### config.mk
export PLATFORM = sky130hd
export DESIGN_NAME = m_div_control
export DESIGN_NICKNAME = d
export VERILOG_FILES = /design/src/rtl/m_div_control.sv
export SDC_FILE = /design/constraint.sdc
export NUM_CORES = 1
export LEC_CHECK = 0
export ABC_AREA = 1
export BUFFER_PORTS_ARGS = -buffer_cell sky130_fd_sc_hd__buf_2
export CORE_ASPECT_RATIO = 1.5
export CORE_MARGIN = 10
export CORE_UTILIZATION = 28
export DETAILED_ROUTE_END_ITERATION = 12
export PLACE_DENSITY = 0.61
export SYNTH_ARGS = -nofsm -noshare
export SYNTH_HDL_FRONTEND = slang
export SYNTH_SLANG_ARGS = --single-unit
export TNS_END_PERCENT = 30
### constraint.sdc
create_clock -name clk -period 2.8 [get_ports clk]
set_clock_uncertainty 0.1 [all_clocks]
set_input_delay 0.56 -clock clk [delete_from_list [all_inputs] [get_ports clk]]
set_output_delay 0.56 -clock clk [all_outputs]
set_load 0.02 [all_outputs]
### src/rtl/m_div_control.sv
// Control FSM for an iterative radix-2 32-bit divider: sequences an external R/D/Z
// register block, short-circuits divide-by-zero and signed overflow, and fixes result sign.
`ifndef M_DEFINITIONS_SVH
`define M_DEFINITIONS_SVH
`define MUX_R_LENGTH   2
`define MUX_R_KEEP     2'd0
`define MUX_R_A        2'd1
`define MUX_R_A_NEG    2'd2
`define MUX_R_SUB_KEEP 2'd3
`define MUX_D_LENGTH   2
`define MUX_D_KEEP     2'd0
`define MUX_D_B        2'd1
`define MUX_D_B_NEG    2'd2
`define MUX_D_SHR      2'd3
`define MUX_Z_LENGTH   2
`define MUX_Z_KEEP     2'd0
`define MUX_Z_ZERO     2'd1
`define MUX_Z_SHL_ADD  2'd2
`endif

module m_div_control (
  input  logic                     clk,
  input  logic                     resetn,
  input  logic                     start,
  input  logic [1:0]               op,
  input  logic [31:0]              rs1,
  input  logic [31:0]              rs2,
  input  logic                     sub_neg,
  input  logic [31:0]              R,
  input  logic [31:0]              Z,
  output logic [`MUX_R_LENGTH-1:0] mux_R,
  output logic [`MUX_D_LENGTH-1:0] mux_D,
  output logic [`MUX_Z_LENGTH-1:0] mux_Z,
  output logic                     busy,
  output logic                     done,
  output logic [31:0]              result
);

  localparam int unsigned XLEN  = 32;
  localparam int unsigned CNT_W = 5;
  localparam int unsigned ITERS = 32;

  localparam logic [1:0] OP_DIV  = 2'b00;
  localparam logic [1:0] OP_DIVU = 2'b01;
  localparam logic [1:0] OP_REM  = 2'b10;
  localparam logic [1:0] OP_REMU = 2'b11;

  typedef enum logic [1:0] {S_IDLE, S_ITER, S_DONE} state_t;
  typedef enum logic [1:0] {K_NORMAL, K_DIVZ, K_OVF} kind_t;

  state_t            r_state;
  state_t            w_next;
  logic [CNT_W-1:0]  r_cnt;
  logic [1:0]        r_op;
  logic [XLEN-1:0]   r_rs1;
  logic              r_sign_q;
  logic              r_sign_r;
  kind_t             r_kind;

  logic              w_signed;
  logic              w_divz;
  logic              w_ovf;
  logic              w_accept;
  kind_t             w_kind;
  logic              w_is_rem;
  logic [XLEN-1:0]   w_quo;
  logic [XLEN-1:0]   w_rem;
  logic [XLEN-1:0]   w_res;
  logic              w_unused;

  // The subtractor sign steers the external register block directly; control ignores it.
  assign w_unused = ^{1'b0, sub_neg};

  assign w_signed = (op == OP_DIV) || (op == OP_REM);
  assign w_divz   = (rs2 == '0);
  assign w_ovf    = w_signed && (rs1 == 32'h8000_0000) && (rs2 == 32'hFFFF_FFFF);
  assign w_kind   = w_divz ? K_DIVZ : (w_ovf ? K_OVF : K_NORMAL);
  // Gating with resetn keeps the load selects at KEEP while reset is held.
  assign w_accept = resetn && (r_state == S_IDLE) && start;

  always_ff @(posedge clk or negedge resetn) begin
    if (!resetn) begin
      r_state <= S_IDLE;
    end else begin
      r_state <= w_next;
    end
  end

  always_comb begin
    w_next = r_state;
    case (r_state)
      S_IDLE:  if (w_accept) w_next = (w_kind == K_NORMAL) ? S_ITER : S_DONE;
      S_ITER:  if (r_cnt == CNT_W'(ITERS - 1)) w_next = S_DONE;
      S_DONE:  w_next = S_IDLE;
      default: w_next = S_IDLE;
    endcase
  end

  // Operand latch and iteration counter; start outside IDLE leaves these untouched.
  always_ff @(posedge clk or negedge resetn) begin
    if (!resetn) begin
      r_cnt    <= '0;
      r_op     <= '0;
      r_rs1    <= '0;
      r_sign_q <= 1'b0;
      r_sign_r <= 1'b0;
      r_kind   <= K_NORMAL;
    end else if (w_accept) begin
      r_cnt    <= '0;
      r_op     <= op;
      r_rs1    <= rs1;
      r_sign_q <= w_signed && (rs1[XLEN-1] ^ rs2[XLEN-1]);
      r_sign_r <= w_signed && rs1[XLEN-1];
      r_kind   <= w_kind;
    end else if (r_state == S_ITER) begin
      r_cnt    <= r_cnt + CNT_W'(1);
    end
  end

  // Sign fix-up wraps, so negating 0x80000000 stays 0x80000000.
  assign w_is_rem = (r_op == OP_REM) || (r_op == OP_REMU);
  assign w_quo    = r_sign_q ? (~Z + XLEN'(1)) : Z;
  assign w_rem    = r_sign_r ? (~R + XLEN'(1)) : R;

  always_comb begin
    w_res = w_is_rem ? w_rem : w_quo;
    case (r_kind)
      K_DIVZ:  w_res = w_is_rem ? r_rs1 : 32'hFFFF_FFFF;
      K_OVF:   w_res = w_is_rem ? 32'h0000_0000 : 32'h8000_0000;
      default: w_res = w_is_rem ? w_rem : w_quo;
    endcase
  end

  always_comb begin
    mux_R  = `MUX_R_KEEP;
    mux_D  = `MUX_D_KEEP;
    mux_Z  = `MUX_Z_KEEP;
    busy   = 1'b0;
    done   = 1'b0;
    result = '0;
    case (r_state)
      S_IDLE: begin
        if (w_accept && (w_kind == K_NORMAL)) begin
          mux_R = (w_signed && rs1[XLEN-1]) ? `MUX_R_A_NEG : `MUX_R_A;
          mux_D = (w_signed && rs2[XLEN-1]) ? `MUX_D_B_NEG : `MUX_D_B;
          mux_Z = `MUX_Z_ZERO;
        end
      end
      S_ITER: begin
        mux_R = `MUX_R_SUB_KEEP;
        mux_D = `MUX_D_SHR;
        mux_Z = `MUX_Z_SHL_ADD;
        busy  = 1'b1;
      end
      S_DONE: begin
        busy   = 1'b1;
        done   = 1'b1;
        result = w_res;
      end
      default: ;
    endcase
  end

endmodule

# Word-level counts from Yosys, hierarchy flattened
# Index checks and enable logic that the tools add are counted.
# op_classes
addsub	3
n_mul	0
div	0
n_lt_le_gt_ge	0
n_eq_ne	12
shifts	0
muxes	25
n_bitwise	3
n_reduce_logical	17
# op_table
cell	count
$mux W32	6
$add A32 B1 Y32 const B	2
$eq A32 B32 Y1 const B	2
$not A32 Y32	2
$pmux W32 S2	1
$logic_not A32 Y1	1
$mux W2	9
$pmux W2 S2	4
$eq A2 B2 Y1 const B	5
$mux W5	2
$logic_and A1 B1 Y1	8
$logic_not A2 Y1	3
$add A5 B1 Y5 const B	1
$eq A5 B5 Y1 const B	1
$eq A2 B1 Y1 const B	2
$ne A2 B2 Y1 const B	2
$mux W1	3
$logic_or A1 B1 Y1	2
$reduce_and A2 Y1	1
$reduce_bool A2 Y1	1
$reduce_or A2 Y1	1
$xor A1 B1 Y1	1
# word_totals
regBits	45
latch_bits	0
ramBits	0
mem_bits_ro	0
out_inout_bits	40
wordCells	67
n_memories	0

# Depth between registers and ports, before layout
# depth
depth_word	10
depth_mapped	12

# Least setup slack after synthesis
# Ideal clock, no wire load.
# synth_timing
path_type	in2out
startpoint	input Z[0]
endpoint	output result[20]
arrival_time_ns	1.815
t_required_ns	2.140
path_slack_ns	0.325
path_stages	10
path_buffers	0
path_cell_list	inv_1 ha_1 nand3_1 nand2_2 nand2_4 nor2_8 nand3_1 nand3_1 o21ai_1 a21oi_1
# synth_between
elab_chain_len	6
# synth_rtl
item	line_no	text
start: declaration	30	input logic [31:0] Z,
$not A32 Y32	122	assign w_quo = r_sign_q ? (~Z + XLEN'(1)) : Z;
$add A32 B1 Y32	122	
$mux W32	122	
$mux W32	130	default: w_res = w_is_rem ? w_rem : w_quo;
$pmux W32 S2	127	case (r_kind)
$mux W32	141	case (r_state)
end: declaration	36	output logic [31:0] result
# Every way passes these cells.

# Worst setup path after layout
# layout_timing
startpoint	input R[0]
endpoint	output result[8]
# layout_between
elab_chain_len	6
# layout_rtl
item	line_no	text
start: declaration	29	input logic [31:0] R,
$not A32 Y32	123	assign w_rem = r_sign_r ? (~R + XLEN'(1)) : R;
$add A32 B1 Y32	123	
$mux W32	123	
$mux W32	130	
$pmux W32 S2	127	
$mux W32	141	
# Every way passes these cells.

==> flow_summary.json <==
{
  "dr_total_vias": 6446,
  "root_buffer": "clkbuf_16",
  "setup_viol": 0,
  "initial_core_util_pct": 28.3,
  "cts_buffers": 5,
  "die_x_um": 131,
  "layout_commonest_cell": "nand2_1",
  "core_region_area_mm2": 0.0184,
  "fp.dieArea_mm2": 0.0246,
  "synth-xor-area-share_pct": 0.336,
  "fin_hold_ws_ns": 0.293,
  "htreeDepth": 2,
  "fmax_mhz": 358,
  "synth-simple-area-share_pct": 47.2,
  "path_class": "primary input to output pin",
  "seqPwrFrac_pct": 18.6,
  "switching_share_pct": 53.4,
  "cts.sinks": 44,
  "max-slew-margin-rel_pct": 54.3,
  "postRouteAntennaNets": 0,
  "worstSetupEndpointType": "output pin",
  "antenna_found_initial": 1,
  "p_leak_nw": 3.35,
  "grt_overflow": 0,
  "rsz0062_at_grt": "yes",
  "yosys_warnings": 0,
  "seq_area_frac_synth_pct": 21.1,
  "ys_types": 41,
  "die_h_um": 187,
  "power_frac_comb_pct": 70.5,
  "syn_nets": 1029,
  "regToRegSetupSlack_ns": 0.80,
  "placementRows": 61,
  "crit_fanout": 3,
  "drive_above_1_share_pct": 28.1,
  "hold_buffers": 0,
  "grt_max_degree": 52,
  "min_path_type": "primary input to async pin",
  "synth_edf_count": 0,
  "power.switching_w": 0.00322,
  "synth-seq-cells": 44,
  "dr.first_iter.drc_count": 452,
  "pwr-share-clk_pct": 10.9,
  "synth_compound_area_share_pct": 18.8,
  "final_cell_area_mm2": 0.00673,
  "detail_route.wl_per_cell_um": 16.4,
  "routed_wl_mm": 21.5,
  "p_per_area_mw_per_mm2": 898,
  "fin_setup_tns_ns": 0,
  "drc": 0,
  "syn_area_mm2": 0.00521,
  "place_area_mm2": 0.00645,
  "crit_required_ns": 2.14,
  "syn_avg_cell_area_um2": 5.88,
  "fin_util_pct": 36.6,
  "io_buffer_count": 172,
  "internal_power_w": 0.00282,
  "avgViaCountPerCell": 4.93,
  "hold_viol": 0,
  "cts_buffer_depth": 2,
  "grt_pass1_wl_mm": 33.2,
  "peakVddDrop_uv": 384,
  "insertion_delay_ns": 0.29,
  "path_clk_slew_ns": 0.06,
  "yosys.area_share.adder_pct": 2.16,
  "first_global_vias": 6409,
  "tightestPinTransition_ns": 0.685,
  "cts_tree": "done",
  "cap_viol_max_count": 0,
  "fin_crit_ns": 2.79,
  "areaGrowthSynthToFinish_pct": 29.1,
  "dpl.hpwl_mm": 18.2,
  "synth-async-reset-ratio_pct": 100,
  "pin_count": 174,
  "fillers": 2096,
  "synth_cells": 886,
  "layout_common_cells": "233 x nand2_1, 163 x buf_2, 112 x nand3_1, 90 x inv_1, 82 x o21ai_0",
  "ys.flop_type": "dfrtp_1",
  "arrival_ns": 2.13,
  "muxShareOfSynthArea_pct": 0,
  "status": "complete, no violations",
  "grt.total_usage_pct": 16.6,
  "startpoint_type": "primary input",
  "maxSlewViolCount": 0,
  "power_w": 0.00604,
  "drt_pass1_iterations": 5,
  "synth_top_family_by_area": "simple AND/OR/NAND/NOR gates",
  "layout.nets": 1197,
  "period_share_pct": 99.8,
  "routabilityCongestion": 0.907
}
-- critical path: stages --
cell	delay [ns]
buf_2	0.13
inv_1	0.09
ha_2	0.20
nand2_2	0.09
nand2_4	0.09
nand2_4	0.07
o21ai_0	0.22
buf_4	0.16
o21ai_0	0.08
a21oi_1	0.24
buf_2	0.22
-- per-layer routing --
metal  up-vias  track usage, %  wire (um)
met5         -               0          0
met2       222            30.3      11000
met1      2902            18.2       8420
li1       3280               -          -
met3        42            3.39       1220
met4         0            7.25        856
-- what timing repair did --
action	in CTS	in global routing
endpoints found under the setup margin	6	21
gates resized for setup	3	28
pin swaps	0	8
setup buffers	0	2
gates cloned	0	0
-- power by group through the flow --
| stage | clock [W] | combinational, W | sequential, W |
|---|---|---|---|
| 6_report | 0.000659 | 0.00426 | 0.00112 |
| 3_3_place_gp | 0 | 0.00410 | 0.00111 |
| 4_1_cts | 0.000672 | 0.00418 | 0.00111 |
| 2_1_floorplan | 0 | 0.00293 | 0.00103 |
| 3_5_place_dp | 0 | 0.00415 | 0.00112 |
| 5_1_grt | 0.000697 | 0.00475 | 0.00115 |
-- cells in the mapped netlist (11+ instances only) --
library cell | number | area share, %
nor2_1 | 58 | 4.2
o21ai_1 | 17 | 1.6
nor3_1 | 11 | 1.1
nand4_1 | 24 | 2.9
nand3_1 | 117 | 11
inv_1 | 90 | 6.5
dfrtp_1 | 44 | 21
nand2_2 | 15 | 1.8
buf_2 | 12 | 1.2
a21oi_1 | 51 | 4.9
o21ai_0 | 83 | 8.0
nor2_2 | 17 | 2.0
nand2_1 | 236 | 17
clkbuf_1 | 17 | 1.2
-- state kept, by name (all words and copies together) (netlist names) --
signal	flops
r_sign_q	1
r_kind	2
r_state	2
r_rs1	32
r_op	1
r_sign_r	1
r_cnt	5
-- final cells by class --
| class | instances | area (um^2) | area share [%] |
|---|---|---|---|
| Sequential cell | 44 | 1100 | 16.4 |
| Timing Repair Buffer | 198 | 1130 | 16.8 |
| Multi-Input combinational cell | 707 | 3640 | 54.2 |
| Inverter | 98 | 368 | 5.47 |
| Clock inverter | 2 | 35.0 | 0.521 |
| Tap cell | 252 | 315 | 4.69 |
| Antenna cell | 1 | 2.50 | 0.0372 |
| Clock buffer | 6 | 129 | 1.92 |
-- path summary, 6_finish.rpt --
| path | from | to | cells past startpoint |
|---|---|---|---|
| worst max-delay path | R[0] | result[8] | 11 |
| worst min-delay path | resetn | r_cnt[0] | 2 |
| worst max register to register | r_state[0] | r_state[1] | 11 |
| worst min register to register | r_rs1[25] | r_rs1[25] | 2 |
| max in group asynchronous | resetn | r_sign_q | 2 |
| min in group clk | r_rs1[25] | r_rs1[25] | 2 |
-- stage by stage --
step	instances	worst slack (ns)
floorplan	886	0.325
CTS	1305	0.00728
finish	1308	0.00644
global route	1308	-0.0525
detailed placement	1297	-0.0506
global placement	1297	-0.0551
-- logic make-up (layout without fill, tap and decap cells) --
group,after synthesis,in the layout
other,0,1
XOR/XNOR,2,2
buffers and inverters,135,304
flip-flops,44,44
adder cells (fa/ha/maj),9,9
AND/OR/NAND/NOR,518,518
AO/OA/AOI/OAI,178,178
Power figures use the tool's default switching activity.
